`src/rtl/compare_cards_n.sv`:
```
// Memory-game card comparator for a ROWS x COLS grid with MATCH_N-card sets.
// Picks read card values from an external one-cycle-latency ROM and are checked once a set is complete.
module compare_cards_n #(
    parameter int unsigned  ROWS        = 6,
    parameter int unsigned  COLS        = 6,
    parameter int unsigned  VAL_W       = 5,
    parameter int unsigned  MATCH_N     = 2,
    parameter int unsigned  HOLD_CYCLES = 25_000_000,
    parameter logic [2:0]   PLAY_STATE  = 3'd2,
    localparam int unsigned N           = ROWS * COLS,
    localparam int unsigned IDX_W       = $clog2(N),
    localparam int unsigned CNT_W       = $clog2(N / MATCH_N + 1)
) (
    input  logic                     clock,
    input  logic                     reset,
    input  logic                     A,
    input  logic [2:0]               inputState,
    input  logic [IDX_W-1:0]         mem6x6,
    output logic [IDX_W-1:0]         rd_addr,
    input  logic [VAL_W-1:0]         rd_data,
    output logic [MATCH_N*VAL_W-1:0] pick_vals,
    output logic [1:0]               pick_cnt,
    output logic [N-1:0]             face_up,
    output logic [N-1:0]             found,
    output logic [CNT_W-1:0]         pairsFound,
    output logic                     match_pulse,
    output logic                     miss_pulse,
    output logic                     reject_pulse,
    output logic                     busy,
    output logic                     GO
);

    localparam int unsigned SETS   = N / MATCH_N;
    localparam int unsigned HOLD_W = (HOLD_CYCLES > 1) ? $clog2(HOLD_CYCLES) : 1;

    typedef enum logic [2:0] {
        S_IDLE,
        S_FETCH,
        S_CAPTURE,
        S_CHECK,
        S_HOLD,
        S_CLEAR,
        S_DONE
    } state_e;

    state_e             state_q, state_d;
    logic               a_q;
    logic [IDX_W-1:0]   cur_idx_q, cur_idx_d;
    logic [IDX_W-1:0]   idx_q  [MATCH_N];
    logic [IDX_W-1:0]   idx_d  [MATCH_N];
    logic [VAL_W-1:0]   vals_q [MATCH_N];
    logic [VAL_W-1:0]   vals_d [MATCH_N];
    logic [1:0]         pick_cnt_q, pick_cnt_d;
    logic [N-1:0]       face_up_q, face_up_d;
    logic [N-1:0]       found_q, found_d;
    logic [CNT_W-1:0]   pairs_q, pairs_d;
    logic [HOLD_W-1:0]  hold_q, hold_d;
    logic               match_q, match_d;
    logic               miss_q, miss_d;
    logic               reject_q, reject_d;
    logic               busy_q, busy_d;
    logic               go_q, go_d;

    logic               play;
    logic               pick_edge;
    logic               in_range;
    logic               already_found;
    logic               dup;
    logic               all_eq;

    // Pick qualification and set comparison.
    always_comb begin
        play          = (inputState == PLAY_STATE);
        pick_edge     = A & ~a_q;
        in_range      = (32'(mem6x6) < N);
        already_found = in_range && found_q[mem6x6];
        dup           = 1'b0;
        all_eq        = 1'b1;
        for (int k = 0; k < MATCH_N; k++) begin
            if ((2'(k) < pick_cnt_q) && (idx_q[k] == mem6x6)) begin
                dup = 1'b1;
            end
            if (vals_q[k] != vals_q[0]) begin
                all_eq = 1'b0;
            end
        end
    end

    // Next-state and registered-output logic.
    always_comb begin
        state_d    = state_q;
        cur_idx_d  = cur_idx_q;
        idx_d      = idx_q;
        vals_d     = vals_q;
        pick_cnt_d = pick_cnt_q;
        face_up_d  = face_up_q;
        found_d    = found_q;
        pairs_d    = pairs_q;
        hold_d     = hold_q;
        match_d    = 1'b0;
        miss_d     = 1'b0;
        reject_d   = 1'b0;

        case (state_q)
            S_IDLE: begin
                if (pick_edge && play) begin
                    if (!in_range || already_found || dup) begin
                        reject_d = 1'b1;
                    end else begin
                        cur_idx_d = mem6x6;
                        state_d   = S_FETCH;
                    end
                end
            end
            S_FETCH: begin
                state_d = S_CAPTURE;
            end
            S_CAPTURE: begin
                for (int k = 0; k < MATCH_N; k++) begin
                    if (2'(k) == pick_cnt_q) begin
                        vals_d[k] = rd_data;
                        idx_d[k]  = cur_idx_q;
                    end
                end
                face_up_d[cur_idx_q] = 1'b1;
                pick_cnt_d           = pick_cnt_q + 2'd1;
                state_d = (pick_cnt_d == 2'(MATCH_N)) ? S_CHECK : S_IDLE;
            end
            S_CHECK: begin
                if (all_eq) begin
                    for (int k = 0; k < MATCH_N; k++) begin
                        found_d[idx_q[k]]   = 1'b1;
                        face_up_d[idx_q[k]] = 1'b1;
                    end
                    pairs_d    = pairs_q + CNT_W'(1);
                    match_d    = 1'b1;
                    pick_cnt_d = 2'd0;
                    state_d    = (pairs_d == CNT_W'(SETS)) ? S_DONE : S_IDLE;
                end else begin
                    miss_d  = 1'b1;
                    hold_d  = '0;
                    state_d = S_HOLD;
                end
            end
            S_HOLD: begin
                if (hold_q == HOLD_W'(HOLD_CYCLES - 1)) begin
                    state_d = S_CLEAR;
                end else begin
                    hold_d = hold_q + HOLD_W'(1);
                end
            end
            S_CLEAR: begin
                face_up_d  = found_q;
                pick_cnt_d = 2'd0;
                state_d    = S_IDLE;
            end
            S_DONE: begin
                state_d = S_DONE;
            end
            default: begin
                state_d = S_IDLE;
            end
        endcase

        // Leaving play mid-set drops the unmatched picks but keeps progress.
        if (!play && (state_q inside {S_FETCH, S_CAPTURE, S_CHECK, S_HOLD})) begin
            state_d    = S_IDLE;
            idx_d      = idx_q;
            vals_d     = vals_q;
            face_up_d  = found_q;
            found_d    = found_q;
            pairs_d    = pairs_q;
            pick_cnt_d = 2'd0;
            match_d    = 1'b0;
            miss_d     = 1'b0;
        end

        busy_d = (state_d != S_IDLE) && (state_d != S_DONE);
        go_d   = (state_d == S_DONE);
    end

    always_ff @(posedge clock) begin
        if (reset) begin
            state_q    <= S_IDLE;
            a_q        <= 1'b0;
            cur_idx_q  <= '0;
            for (int k = 0; k < MATCH_N; k++) begin
                idx_q[k]  <= '0;
                vals_q[k] <= '0;
            end
            pick_cnt_q <= 2'd0;
            face_up_q  <= '0;
            found_q    <= '0;
            pairs_q    <= '0;
            hold_q     <= '0;
            match_q    <= 1'b0;
            miss_q     <= 1'b0;
            reject_q   <= 1'b0;
            busy_q     <= 1'b0;
            go_q       <= 1'b0;
        end else begin
            state_q    <= state_d;
            a_q        <= A;
            cur_idx_q  <= cur_idx_d;
            idx_q      <= idx_d;
            vals_q     <= vals_d;
            pick_cnt_q <= pick_cnt_d;
            face_up_q  <= face_up_d;
            found_q    <= found_d;
            pairs_q    <= pairs_d;
            hold_q     <= hold_d;
            match_q    <= match_d;
            miss_q     <= miss_d;
            reject_q   <= reject_d;
            busy_q     <= busy_d;
            go_q       <= go_d;
        end
    end

    always_comb begin
        pick_vals = '0;
        for (int k = 0; k < MATCH_N; k++) begin
            pick_vals[k*VAL_W +: VAL_W] = vals_q[k];
        end
    end

    assign rd_addr      = cur_idx_q;
    assign pick_cnt     = pick_cnt_q;
    assign face_up      = face_up_q;
    assign found        = found_q;
    assign pairsFound   = pairs_q;
    assign match_pulse  = match_q;
    assign miss_pulse   = miss_q;
    assign reject_pulse = reject_q;
    assign busy         = busy_q;
    assign GO           = go_q;

endmodule

```
`config.mk`:
```
export PLATFORM = sky130hd
export DESIGN_NAME = compare_cards_n
export DESIGN_NICKNAME = d
export VERILOG_FILES = /design/src/rtl/compare_cards_n.sv
export SDC_FILE = /design/constraint.sdc
export NUM_CORES = 1
export LEC_CHECK = 0
export BUFFER_PORTS_ARGS = -buffer_cell sky130_fd_sc_hd__buf_2
export CAP_MARGIN = 20
export CORE_AREA = 2 2 118 120
export DETAILED_ROUTE_END_ITERATION = 8
export DIE_AREA = 0 0 120 122
export PLACE_DENSITY = 0.79
export SYNTH_ARGS = -nofsm -noshare
export SYNTH_HDL_FRONTEND = slang
export SYNTH_SLANG_ARGS = --single-unit
```
`constraint.sdc`:
```
create_clock -name clock -period 2.55 [get_ports clock]
set_input_delay 0.255 -clock clock [delete_from_list [all_inputs] [get_ports clock]]
set_output_delay 0.255 -clock clock [all_outputs]
set_load 0.02 [all_outputs]
```
==> run_results.csv <==
group,metric,value,unit
status,status,"finished clean",
clock_tree,clk_pin_slew,0.06,ns
drt,ant_nets,0,
setup_path,crit_arrival,2.59,ns
sta,fin_crit_sh,88.3,%
logic_synthesis,ys_ff_latch,141,
logic_synthesis,syn_area_per_cell,8.21,sq um
logic_synthesis,synth_flop_cell,"dfxtp_1",
logic_synthesis,synth_warnings,0,
clock_tree,cts_tree,"done",
setup_path,critical_path_buf_inv_count,2,
pwr,power,0.00515,W
sta,rsz0062_at_grt,"false",
sta,fin_skew,0.00837,ns
drt,firstDrtPassIters,9,
finish,n_antenna_cell,0,
finish,multi_input_comb_area,4190,sq um
finish,final_cells,1197,
global_route,grt_antenna_before_repair,0,
placement,post-place-cells,1165,
setup_path,cp-start-kind,"flip-flop",
setup_path,r2r-start,"state_q[0]",
placement,portBuffers,116,
die,start_util,55.5,%
drt,vias,7606,
job,maxCapViolCount,0,
sta,hold_viol,0,
sta,setup_viol,0,
sta,maxSlewHeadroom,53.5,%
global_route,grt_pass1_wl,37000,um
pwr,ir_drop,0.000352,V
logic_synthesis,ys_top_cells_by_area,"dfxtp_1 (38%), nand2_1 (4.9%), o22ai_1 (4.6%)",
setup_path,end_kind,"flip-flop",
clock_tree,cts-root-buf,"clkbuf_16",
setup_path,critical_path_class,"flip-flop to flip-flop",
finish,fillCellCount,1133,
clock_tree,cts_setup_buffers,0,
logic_synthesis,ys_seq_area_share,37.7,%
placement,place_congestion,0.990,
drt,wirelength,23700,um
setup_path,cp_cell_sequence,"buf_4 > nand3_1 > nand2_1 > buf_4 > nand2_1 > a211oi_1",
setup_path,path_delay_family,"simple AND/OR/NAND/NOR gates",
logic_synthesis,synth_top_area_share,37.7,%
placement,hpwl,16200,um
die,die_area,14600,sq um
die,dieHeight,122,um
finish,regArea,2820,sq um
pwr,pwr_density_cell,579,nW/um^2
die,boundaryPins,117,
sta,tns,0,ns
global_route,grt_pass1_vias,6843,
drt,drt_iter0_drc,853,
finish,drive_above_1_share,20.4,%
min_path,hp-start,"A",
clock_tree,holdBufCountCts,0,
clock_tree,clock_latency,0.44,ns
global_route,track_usage,32.5,%
finish,syn2layout_area_growth,18.7,%
setup_path,cpPeakStageDelay,0.47,ns
global_route,grt_max_degree,62,
setup_path,r2r_end,"face_up[22]",
drt,drc,0,
logic_synthesis,syn_nets,935,
logic_synthesis,synthArstFlopShare,0,%
logic_synthesis,synth_edf_count,0,
clock_tree,post_cts_resized,0,
clock_tree,htree_levels,4,
setup_path,slowest_stage,"dfxtp_1",
die,core_area,13500,sq um
drt,viasPerCell,6.35,
min_path,hold_path_depth,2,
setup_path,path_max_fanout,13,
logic_synthesis,yosys.area.top_type,"dfxtp_1",
finish,finalNetCount,1026,
setup_path,reg2regPathDepth,6,
sta,max_freq,0.444,GHz
setup_path,critPathRequiredTime,2.89,ns
min_path,hp-class,"input pin to flip-flop",
global_route,overflow,0,
sta,worst_pin_slew,0.697,ns
clock_tree,cts-buffers-inserted,17,
sta,slew_viol_final,0,
drt,wl_per_cell,19.8,um
clock_tree,numClockSinks,141,
logic_synthesis,syn_area,7490,sq um
setup_path,rrSetupSlack,0.30,ns
sta,fin_crit,2.25,ns
die,fp.dieW,120,um
logic_synthesis,synth.distinct_cells,73,
clock_tree,clock_path_buffers,2,
die,core.rowCount,43,
pwr,leakage,3.33,nW
logic_synthesis,synth_cells,913,
min_path,holdPathEnd,"a_q",
layer usage:
layer / wire (um) / GRT usage [%] / up-vias / part of all wire, %
met2: 10600 / 51.6 / 473 / 45
met1: 9330 / 40.5 / 3544 / 39
met4: 1240 / 17.1 / 0 / 5.2
li1: - / - / 3490 / -
met3: 2530 / 8.57 / 99 / 11
met5: 0 / 0 / - / 0
synthesized netlist by cell type, drive strengths merged (6+ instances only):
library cell,count
nand4,10
o21bai,6
nor3b,15
mux2i,13
nand3,30
dfxtp,141
mux4,6
xor2,8
o2bb2ai,6
nand2,98
and3,8
inv,48
xnor2,38
and3b,8
a31oi,11
nor2,89
a21oi,31
o221ai,11
o22ai,55
clkbuf,57
a211oi,35
buf,18
nor3,14
o21ai,36
a22oi,44
sequential cells by signal, indices dropped and copies added, names as in the netlist, 2 cells and up:
signal / flops
face_up: 36
found: 36
hold_q: 25
idx_q: 12
pick_vals: 10
rd_addr: 6
pairsFound: 5
state_q: 3
pick_cnt: 2
power by group:
group / total, W / switching [W] / internal, W
combinational: 0.000199 / 0.000133 / 0.0000657
clock: 0.00272 / 0.000944 / 0.00178
sequential: 0.00222 / 0.00000957 / 0.00221
worst max-delay path by stage:
stage / startpoint / depth (start not counted) / slack (ns) / end
floorplan: pick_vals[8] / 7 / 0.58 / found[11]
global placement: mem6x6[0] / 7 / 0.26 / rd_addr[1]
detailed placement: mem6x6[0] / 7 / 0.21 / rd_addr[3]
CTS: state_q[2] / 6 / 0.34 / busy
global route: idx_q[1] / 6 / 0.24 / face_up[2]
finish: state_q[0] / 6 / 0.30 / face_up[22]
cell type report:
cell class                      count  area share (%)
Clock buffer                       21            5.18
Inverter                           48            2.03
Clock inverter                     11            2.12
Tap cell                          180            2.53
Sequential cell                   141            31.7
Timing Repair Buffer              147            9.31
Multi-Input combinational cell    649            47.1
logic make-up (layout without fill, tap and decap cells):
logic type / count (synthesis) / count (layout) / share of synthesized area [%]
AND/OR/NAND/NOR: 304 / 304 / 19.9
adder cells (fa/ha/maj): 5 / 5 / 0.835
flip-flops: 141 / 141 / 37.7
AO/OA/AOI/OAI: 271 / 271 / 25.2
XOR/XNOR: 46 / 46 / 5.38
multiplexers: 23 / 23 / 4.39
buffers and inverters: 123 / 227 / 6.58
through the flow:
step	setup slack (ns)	area, sq um	utilization [%]	hold slack, ns
after floorplan	0.576	7490	-	0.383
after global placement	0.260	8240	61.0	0.460
after detailed placement	0.211	8240	61.0	0.466
after CTS	0.344	8890	65.8	0.0544
after global routing	0.237	8890	65.9	0.0822
final	0.298	8890	65.9	0.0634
cell usage in the layout, fill, tap and decap left out, types with 5 or more instances in the layout:
cell type	Yosys	final
nand4_1	10	10
bufinv_16	0	5
a31oi_1	11	11
and3_1	8	8
o22ai_1	55	55
clkbuf_16	0	17
a21oi_1	31	31
o221ai_1	10	10
nand2_1	98	98
nor2_1	89	89
xnor2_1	38	38
nand2b_1	5	5
o21ai_0	26	26
nor3_1	11	11
dfxtp_1	141	141
ha_1	5	5
xor2_1	8	8
buf_2	13	115
o2bb2ai_1	6	6
nor3b_1	11	11
mux2i_1	13	13
a22oi_1	44	44
and3b_1	8	8
mux4_1	5	5
buf_4	1	31
a211oi_1	35	35
nand3_1	30	30
inv_1	48	48
o21bai_1	6	6
o21ai_1	10	9
(Power assumes the default switching activity.)
